`src/rtl/mult_div_seq_pkg.sv`:
```
// Shared definitions for the multi-cycle mult/div sequencer: the ALU control codes it
// accepts, its state encoding and the default data width.
package mult_div_seq_pkg;

    localparam int DATA_WIDTH = 32;

    localparam logic [4:0] ALU_MULT  = 5'b01111;
    localparam logic [4:0] ALU_MULTU = 5'b10000;
    localparam logic [4:0] ALU_DIV   = 5'b10001;
    localparam logic [4:0] ALU_DIVU  = 5'b10010;

    typedef enum logic [1:0] {
        IDLE,
        MUL,
        DIV,
        FIX
    } mdState_e;

    function automatic logic isMdOp(input logic [4:0] op);
        return (op == ALU_MULT) || (op == ALU_MULTU) || (op == ALU_DIV) || (op == ALU_DIVU);
    endfunction

endpackage

```
`src/rtl/mult_div_seq_if.sv`:
```
// Request/result bundle between decode and the mult/div sequencer.
interface mult_div_seq_if
    import mult_div_seq_pkg::*;
#(
    parameter int WIDTH = DATA_WIDTH
);

    logic             start;
    logic [4:0]       op;
    logic [WIDTH-1:0] a;
    logic [WIDTH-1:0] b;
    logic             mfhi;
    logic             mflo;
    logic             mthi;
    logic             mtlo;
    logic [WIDTH-1:0] hi;
    logic [WIDTH-1:0] lo;
    logic             busy;
    logic             done;
    logic             stall;

    modport master (
        output start, op, a, b, mfhi, mflo, mthi, mtlo,
        input  hi, lo, busy, done, stall
    );

    modport slave (
        input  start, op, a, b, mfhi, mflo, mthi, mtlo,
        output hi, lo, busy, done, stall
    );

endinterface

```
`src/rtl/mult_div_datapath.sv`:
```
// Radix-2 iteration engine on unsigned magnitudes: shift-add multiply or restoring divide,
// one bit per step, with the iteration counter that tells the sequencer when to stop.
module mult_div_datapath
    import mult_div_seq_pkg::*;
#(
    parameter int WIDTH = DATA_WIDTH,
    parameter int ITERS = WIDTH
) (
    input  logic             clk,
    input  logic             reset,
    input  logic             load,
    input  logic             step,
    input  logic             isDiv,
    input  logic [WIDTH-1:0] magA,
    input  logic [WIDTH-1:0] magB,
    output logic [WIDTH-1:0] accHi,
    output logic [WIDTH-1:0] accLo,
    output logic             lastIter
);

    localparam int CW = $clog2(ITERS) + 1;

    logic [WIDTH-1:0] operand;
    logic [CW-1:0]    count;
    logic [WIDTH:0]   mulSum;
    logic [WIDTH:0]   divShift;
    logic [WIDTH-1:0] divDiff;
    logic             divFits;

    // Multiply keeps the multiplier in accLo and retires one product bit per step into it;
    // divide shifts the dividend out of accLo into the remainder and shifts quotient bits in.
    always_comb begin
        mulSum   = {1'b0, accHi} + (accLo[0] ? {1'b0, operand} : {(WIDTH+1){1'b0}});
        divShift = {accHi, accLo[WIDTH-1]};
        divFits  = divShift >= {1'b0, operand};
        divDiff  = divShift[WIDTH-1:0] - operand;
        lastIter = (count == CW'(ITERS - 1));
    end

    always_ff @(posedge clk or posedge reset) begin
        if (reset) begin
            accHi   <= '0;
            accLo   <= '0;
            operand <= '0;
            count   <= '0;
        end else if (load) begin
            accHi   <= '0;
            accLo   <= magA;
            operand <= magB;
            count   <= '0;
        end else if (step) begin
            count <= count + CW'(1);
            if (isDiv) begin
                accHi <= divFits ? divDiff : divShift[WIDTH-1:0];
                accLo <= {accLo[WIDTH-2:0], divFits};
            end else begin
                accHi <= mulSum[WIDTH:1];
                accLo <= {mulSum[0], accLo[WIDTH-1:1]};
            end
        end
    end

endmodule

```
`src/rtl/mult_div_seq.sv`:
```
// Multi-cycle mult/multu/div/divu sequencer: owns HI/LO, applies sign correction after the
// unsigned iterations, and raises stall for HI/LO moves while an operation is in flight.
module mult_div_seq
    import mult_div_seq_pkg::*;
#(
    parameter int WIDTH = DATA_WIDTH,
    parameter int ITERS = WIDTH
) (
    input logic           clk,
    input logic           reset,
    mult_div_seq_if.slave bus
);

    mdState_e           state;
    logic               busy;
    logic               done;
    logic [WIDTH-1:0]   hiReg;
    logic [WIDTH-1:0]   loReg;
    logic [WIDTH-1:0]   aLatch;
    logic               signA;
    logic               signB;
    logic               divOp;
    logic               divByZero;

    logic               opValid;
    logic               opSigned;
    logic               opDiv;
    logic               load;
    logic               step;
    logic               lastIter;
    logic [WIDTH-1:0]   magA;
    logic [WIDTH-1:0]   magB;
    logic [WIDTH-1:0]   accHi;
    logic [WIDTH-1:0]   accLo;
    logic [2*WIDTH-1:0] product;
    logic [WIDTH-1:0]   quot;
    logic [WIDTH-1:0]   rem;

    // The remainder takes the dividend's sign; quotient and product take the XOR of both.
    always_comb begin
        opValid  = isMdOp(bus.op);
        opSigned = (bus.op == ALU_MULT) || (bus.op == ALU_DIV);
        opDiv    = (bus.op == ALU_DIV) || (bus.op == ALU_DIVU);
        magA     = (opSigned && bus.a[WIDTH-1]) ? -bus.a : bus.a;
        magB     = (opSigned && bus.b[WIDTH-1]) ? -bus.b : bus.b;
        load     = bus.start && opValid;
        step     = (state == MUL) || (state == DIV);
        product  = (signA ^ signB) ? -{accHi, accLo} : {accHi, accLo};
        quot     = (signA ^ signB) ? -accLo : accLo;
        rem      = signA ? -accHi : accHi;
    end

    mult_div_datapath #(
        .WIDTH (WIDTH),
        .ITERS (ITERS)
    ) u_datapath (
        .clk      (clk),
        .reset    (reset),
        .load     (load),
        .step     (step),
        .isDiv    (state == DIV),
        .magA     (magA),
        .magB     (magB),
        .accHi    (accHi),
        .accLo    (accLo),
        .lastIter (lastIter)
    );

    // A valid start always wins, so a start while busy abandons the old operation unwritten.
    always_ff @(posedge clk or posedge reset) begin
        if (reset) begin
            state     <= IDLE;
            busy      <= 1'b0;
            done      <= 1'b0;
            hiReg     <= '0;
            loReg     <= '0;
            aLatch    <= '0;
            signA     <= 1'b0;
            signB     <= 1'b0;
            divOp     <= 1'b0;
            divByZero <= 1'b0;
        end else begin
            done <= 1'b0;
            if (!busy) begin
                if (bus.mthi) hiReg <= bus.a;
                if (bus.mtlo) loReg <= bus.a;
            end
            if (load) begin
                state     <= opDiv ? DIV : MUL;
                busy      <= 1'b1;
                aLatch    <= bus.a;
                signA     <= opSigned && bus.a[WIDTH-1];
                signB     <= opSigned && bus.b[WIDTH-1];
                divOp     <= opDiv;
                divByZero <= opDiv && (bus.b == '0);
            end else begin
                case (state)
                    MUL, DIV: begin
                        if (lastIter) state <= FIX;
                    end
                    FIX: begin
                        state <= IDLE;
                        busy  <= 1'b0;
                        done  <= 1'b1;
                        if (divByZero) begin
                            hiReg <= aLatch;
                            loReg <= '1;
                        end else if (divOp) begin
                            hiReg <= rem;
                            loReg <= quot;
                        end else begin
                            {hiReg, loReg} <= product;
                        end
                    end
                    default: state <= IDLE;
                endcase
            end
        end
    end

    assign bus.hi    = hiReg;
    assign bus.lo    = loReg;
    assign bus.busy  = busy;
    assign bus.done  = done;
    assign bus.stall = busy && (bus.mfhi || bus.mflo || bus.mthi || bus.mtlo);

endmodule

```
`src/flat_wrapper.sv`:
```
// flat-port wrapper written by rule: the top's interface ports become plain ports
module mult_div_seq_flat import mult_div_seq_pkg::*;
#(
    parameter int WIDTH = DATA_WIDTH,
    parameter int ITERS = WIDTH
)
  (clk, reset, bus_start, bus_op, bus_a, bus_b, bus_mfhi, bus_mflo, bus_mthi, bus_mtlo, bus_hi, bus_lo, bus_busy, bus_done, bus_stall);
  mult_div_seq_if #(.WIDTH(WIDTH)) bus_i ();
  input logic clk;
  input logic reset;
  input wire logic [$bits(bus_i.start)-1:0] bus_start;
  input wire logic [$bits(bus_i.op)-1:0] bus_op;
  input wire logic [$bits(bus_i.a)-1:0] bus_a;
  input wire logic [$bits(bus_i.b)-1:0] bus_b;
  input wire logic [$bits(bus_i.mfhi)-1:0] bus_mfhi;
  input wire logic [$bits(bus_i.mflo)-1:0] bus_mflo;
  input wire logic [$bits(bus_i.mthi)-1:0] bus_mthi;
  input wire logic [$bits(bus_i.mtlo)-1:0] bus_mtlo;
  output wire logic [$bits(bus_i.hi)-1:0] bus_hi;
  output wire logic [$bits(bus_i.lo)-1:0] bus_lo;
  output wire logic [$bits(bus_i.busy)-1:0] bus_busy;
  output wire logic [$bits(bus_i.done)-1:0] bus_done;
  output wire logic [$bits(bus_i.stall)-1:0] bus_stall;
  assign bus_i.start = bus_start;
  assign bus_i.op = bus_op;
  assign bus_i.a = bus_a;
  assign bus_i.b = bus_b;
  assign bus_i.mfhi = bus_mfhi;
  assign bus_i.mflo = bus_mflo;
  assign bus_i.mthi = bus_mthi;
  assign bus_i.mtlo = bus_mtlo;
  assign bus_hi = bus_i.hi;
  assign bus_lo = bus_i.lo;
  assign bus_busy = bus_i.busy;
  assign bus_done = bus_i.done;
  assign bus_stall = bus_i.stall;
  mult_div_seq #(.WIDTH(WIDTH), .ITERS(ITERS)) u_core (.clk(clk), .reset(reset), .bus(bus_i));
endmodule
```
`config.mk`:
```
export PLATFORM = sky130hd
export DESIGN_NAME = mult_div_seq_flat
export DESIGN_NICKNAME = d
export VERILOG_FILES = /design/src/rtl/mult_div_seq_pkg.sv /design/src/rtl/mult_div_seq_if.sv /design/src/rtl/mult_div_datapath.sv /design/src/rtl/mult_div_seq.sv /design/src/flat_wrapper.sv
export SDC_FILE = /design/constraint.sdc
export NUM_CORES = 1
export LEC_CHECK = 0
export BUFFER_PORTS_ARGS = -buffer_cell sky130_fd_sc_hd__buf_2
export CAP_MARGIN = 10
export CORE_ASPECT_RATIO = 1.25
export CORE_MARGIN = 2
export CORE_UTILIZATION = 60
export DETAILED_ROUTE_END_ITERATION = 12
export PLACE_DENSITY = 0.86
export SYNTH_ARGS = -nofsm -noshare
export SYNTH_HDL_FRONTEND = slang
export SYNTH_SLANG_ARGS = --single-unit
export TNS_END_PERCENT = 50
```
`constraint.sdc`:
```
create_clock -name clk -period 14 [get_ports clk]
set_input_delay 4.2 -clock clk [delete_from_list [all_inputs] [get_ports clk]]
set_output_delay 4.2 -clock clk [all_outputs]
set_load 0.02 [all_outputs]
```
* Word-level counts from Yosys, hierarchy flattened
Cells that the tools add are included.
Cells by class: add/sub/neg operators 8, multipliers 0, divide/modulo/power cells 0, order comparisons 1, eq/ne operators 9, shifts and indexed selects 0, multiplexer cells 35, bitwise logic cells 1, reductions and logical operators 18
Operator list (number):
- 32-bit 2-to-1 mux | 24
- 32-bit negation | 4
- 64-bit 2-to-1 mux | 1
- 64-bit negation | 1
- 32-bit by 33-bit adder with 33-bit output | 1
- 33-bit by 32-bit >= comparator with 1-bit output | 1
- 32-bit zero test | 1
- 32-bit subtractor | 1
- 5-bit == test (second input constant) | 3
- 6-bit 2-to-1 mux | 2
- 1-bit logical OR | 9
- 2-bit 2-to-1 mux | 4
- 6-bit by 1-bit adder with 6-bit output (second input constant) | 1
- 6-bit by 5-bit == test with 1-bit output (second input constant) | 1
- 5-bit by 4-bit == test with 1-bit output (second input constant) | 1
- 1-bit logical AND | 5
- 2-bit == test (second input constant) | 2
- 1-bit 2-to-1 mux | 4
- 2-bit nonzero test | 2
- 3-bit by 1-bit != test with 1-bit output (second input constant) | 1
- 2-bit by 1-bit == test with 1-bit output (second input constant) | 1
- 2-bit OR reduction | 1
- 1-bit XOR | 1
Word-level totals: flip-flop bits (word level) 206, latch bits 0, RAM bits 0, memory bits (read-only) 0, bits of input ports 76, output and inout port bits 67, word-level logic and storage cells 86, memories kept 0

* Longest topological paths before layout
word-level depth 6, depth in mapped cells 14

* Modules after synthesis
Synthesis repeated with hierarchy kept, for this count alone.
Unflattened totals: cell total of the unflattened synthesis 2109, area total of the unflattened synthesis 16706.0 µm²
Modules (own cells, without submodules):
- mult_div_datapath | instances 1, cells an instance 1040, area each 8456.9 µm², sequential area each 2552.4 µm²
- mult_div_seq | instances 1, cells an instance 1069, area each 8249.2 µm², sequential area each 2602.5 µm²

* Worst setup path after synthesis
No wires, ideal clock.
path type input-to-output, from input port bus_mtlo, to output port bus_stall, arrival 4.588 ns, setup slack 5.212 ns, stages on the path 2, path buffers 0, path through nor4_1 > nor2_1
Between the ends: longest elaborated chain between the ends 2
Ends and longest elaborated chain:
- from (decl) | line flat_wrapper.sv:18 | input wire logic [$bits(bus_i.mtlo)-1:0] bus_mtlo;
- 1-bit logical OR | line mult_div_seq.sv:125 | assign bus.stall = busy && (bus.mfhi || bus.mflo || bus.mthi || bus.mtlo);
- 1-bit logical AND | line mult_div_seq.sv:125
- to (decl) | line flat_wrapper.sv:23 | output wire logic [$bits(bus_i.stall)-1:0] bus_stall;
No other way between the ends.

* Worst setup path in the final report
Same ends and word-level chain as after synthesis.

==> out/results.tsv <==
metric	value	unit
# nets final	2289	
commonest cells in the netlist	nand2_1, dfrtp_1, nor2_1	
DRC violations left	0	
clk buf depth	3	
hold buffer count at CTS	0	
crit start category	input port	
1st-iter DRT viols	1312	
syn nets	2246	
Leak Pwr	7.961	nW
CP peak stage delay	0.27	ns
Multi-input gate area	10640	µm²
max cap viols	0	
post-synthesis sequential area ratio	31.07	%
CTS HTree Levels	1	
P per Cell Area	248.0	nW/µm²
CP Class	in -> out	
Post-Synth Simple-Gate Area	21.81	%
antenna fix cells	0	
status	completed	
Final Wtd Congestion	1.042	
Via Count	16320	
post-synthesis mux area share	3.393	%
synthesized cell area	16590	µm²
worst slew pin tran	1.141	ns
CTS Sinks	206	
Min Clock Period, post-route	8.991	ns
Die Wd	152.7	µm
worst r2r path cells	10	
Via-to-Cell Ratio	6.512	
CP cell instances	buf_2 > nor4_1 > nor2_1 > buf_2	
area grow syn2layout	9.463	%
core outline area	27400	µm²
prevailing post-synth register cell	dfrtp_1	
PostCTS Resize Cnt	0	
number of synthesized flops with an enable pin	0	
post-route ant nets	0	
initial antenna violation count	0	
DRT Wirelength	51880	µm
row cnt	68	
Critical-path top delay cell	nor4_1	
root buffer selected by CTS	clkbuf_16	
Synth Area in Compound Gates	23.96	%
Slew Limit Fails	0	
Yosys top cell area share	31.07	%
post-synthesis xor/xnor area fraction	9.169	%
die area	29010	µm²
Post-Synth Adder-Cell Area	5.595	%
clk slew on worst S/H paths	0.06	ns
Ys Warns	0	
IO Count	143	
setup TNS	0	ns
Chip Height	189.9	µm
unrepaired setup endpoints after global routing	no	
Num CTS Buffers	23	
grt ovf	0	
worst reg-to-reg setup slack	9.79	ns
Wirelength per Cell	20.70	µm
Crit path top cell by count	buf_2	
Max FO, Critical Path	3	
Post-Synthesis Cells	2097	
detailed placer's ending HPWL	37700	µm
worst vdd ir	0.1463	mV
first-pass GRT wire length	82530	µm
pin count of the biggest net entering global routing	146	
PortBufs	142	
relative slew slack	23.76	%
vias in the first global route	15740	
async set or reset register ratio after synthesis	100.0	%
Global Route Usage Sum	34.85	%
Synth area leader	dfrtp_1	
share of cells above drive strength 1	12.20	%
Worst Hold Class	reg -> reg	
post-CTS setup buffer count	0	
Distinct cells, synth	98	
Seq. cell area	5155	µm²
largest cells by area after synthesis	dfrtp_1, nand2_1, ha_1	
final worst-path cycle share	64.22	%
worst hold slack	0.4728	ns
crit path DAT	4.79	ns
most common cell in the netlist	nand2_1	
largest family of logic cells by synthesized area	compound AO/OA/AOI/OAI gates	
fillers	2329	
setup violators final	0	
crit end category	output port	
TritonCTS clock tree	built	
DR pass1 iterations	6	
Initial Util	60.57	%
Mapped Avg Cell Area	7.913	µm²
cell count of the worst hold path	2	
Clock Skews	0.01409	ns
Worst EP required	9.80	ns
Peak Freq	111.2	MHz
Final Hold Fails	0	
Clock Latency Late Sink	0.52	ns
Yosys reg bits	206	
[critical path, delay by kind of cell]
family | cells | cell delay, ns
buf+inv | 2 | 0.27
simple gates | 2 | 0.33
[worst paths after layout]
path | from | end
worst max-delay path | bus_mtlo | bus_stall
worst min-delay path | u_core.aLatch[11]$_DFFE_PP0P_ | u_core.aLatch[11]$_DFFE_PP0P_
worst max register to register | u_core.u_datapath.accHi[2]$_DFFE_PP0P_ | u_core.u_datapath.accHi[24]$_DFFE_PP0P_
worst min register to register | u_core.aLatch[11]$_DFFE_PP0P_ | u_core.aLatch[11]$_DFFE_PP0P_
max in group asynchronous | reset | u_core.u_datapath.accLo[31]$_DFFE_PP0P_
min in group asynchronous | reset | u_core.bus.hi[8]$_DFF_PP0_
[area by class of cell]
type                    count  share of cell area, %
multi-input cells        1677                  58.59
clock inverters            12                 0.7646
inverters                  69                  1.467
flip-flops and latches    206                  28.38
well taps                 350                  2.411
clock buffers              29                  3.623
repair buffers            163                  4.767
[registers in the layout, indices dropped and copies added (netlist names)]
name,count
u_core.u_datapath.operand,32
u_core.bus.hi,32
u_core.u_datapath.accHi,32
u_core.u_datapath.count,6
u_core.bus.busy,1
u_core.signB,1
u_core.bus.done,1
u_core.divOp,1
u_core.signA,1
u_core.u_datapath.accLo,32
u_core.aLatch,32
u_core.state,2
u_core.bus.lo,32
u_core.divByZero,1
[power by group]
part | total, mW | internal (mW) | switching [mW]
clock network | 0.646 | 0.387 | 0.259
logic | 2.69 | 1.03 | 1.66
registers | 1.17 | 0.845 | 0.327
total | 4.50 | 2.26 | 2.24
[placed cells by master, fill, tap and decap left out, types with 8 or more instances in the layout]
master and count:
a21oi_1 152, xor2_1 77, clkinv_2 8, a32oi_1 25, and3_1 15, nand2_1 345
and2_1 13, a211oi_1 49, a31oi_1 33, nor2b_1 9, o21ai_1 18, nor4_1 17
a221oi_1 9, clkbuf_16 23, nand2b_1 15, o31ai_1 22, o211ai_1 12, o22ai_1 14
ha_1 70, o21ai_0 124, o21a_1 14, nor3_1 40, a21o_1 33, dfrtp_1 206
buf_2 142, nand3_1 53, buf_4 20, inv_1 67, nor2_1 181, or3_1 11
mux2i_1 54, o311a_1 8, o41ai_1 12, xnor2_1 92, nand4_1 16
[per-stage QoR]
| step | util (%) | worst slack [ns] | total power [mW] | instances | area [µm²] |
|---|---|---|---|---|---|
| after floorplan | - | 4.176 | 3.064 | 2097 | 16590 |
| final | 66.30 | 5.009 | 4.505 | 2506 | 18160 |
| after detailed placement | 63.37 | 5.007 | 3.788 | 2464 | 17360 |
| after global routing | 66.30 | 4.972 | 4.799 | 2506 | 18160 |
| after CTS | 66.28 | 5.005 | 4.448 | 2505 | 18160 |
| after global placement | 63.37 | 4.995 | 3.721 | 2464 | 17360 |
[layer usage]
layer / up-vias / track usage [%] / share of wire, %
met5: - / 0 / 0
met4: 0 / 16.27 / 5.2
met3: 194 / 3.759 / 7.5
met2: 815 / 61.75 / 49
met1: 7713 / 42.67 / 38
li1: 7597 / - / -
[kinds of logic (layout without fill, tap and decap cells)]
family,count (synthesis),count (layout)
compound gates,601,601
mux,56,56
buf+inv,214,273
fa+ha+maj,73,73
flops,206,206
xor+xnor,172,172
simple gates,775,775
No activity file was read; power rests on OpenSTA's default activity.
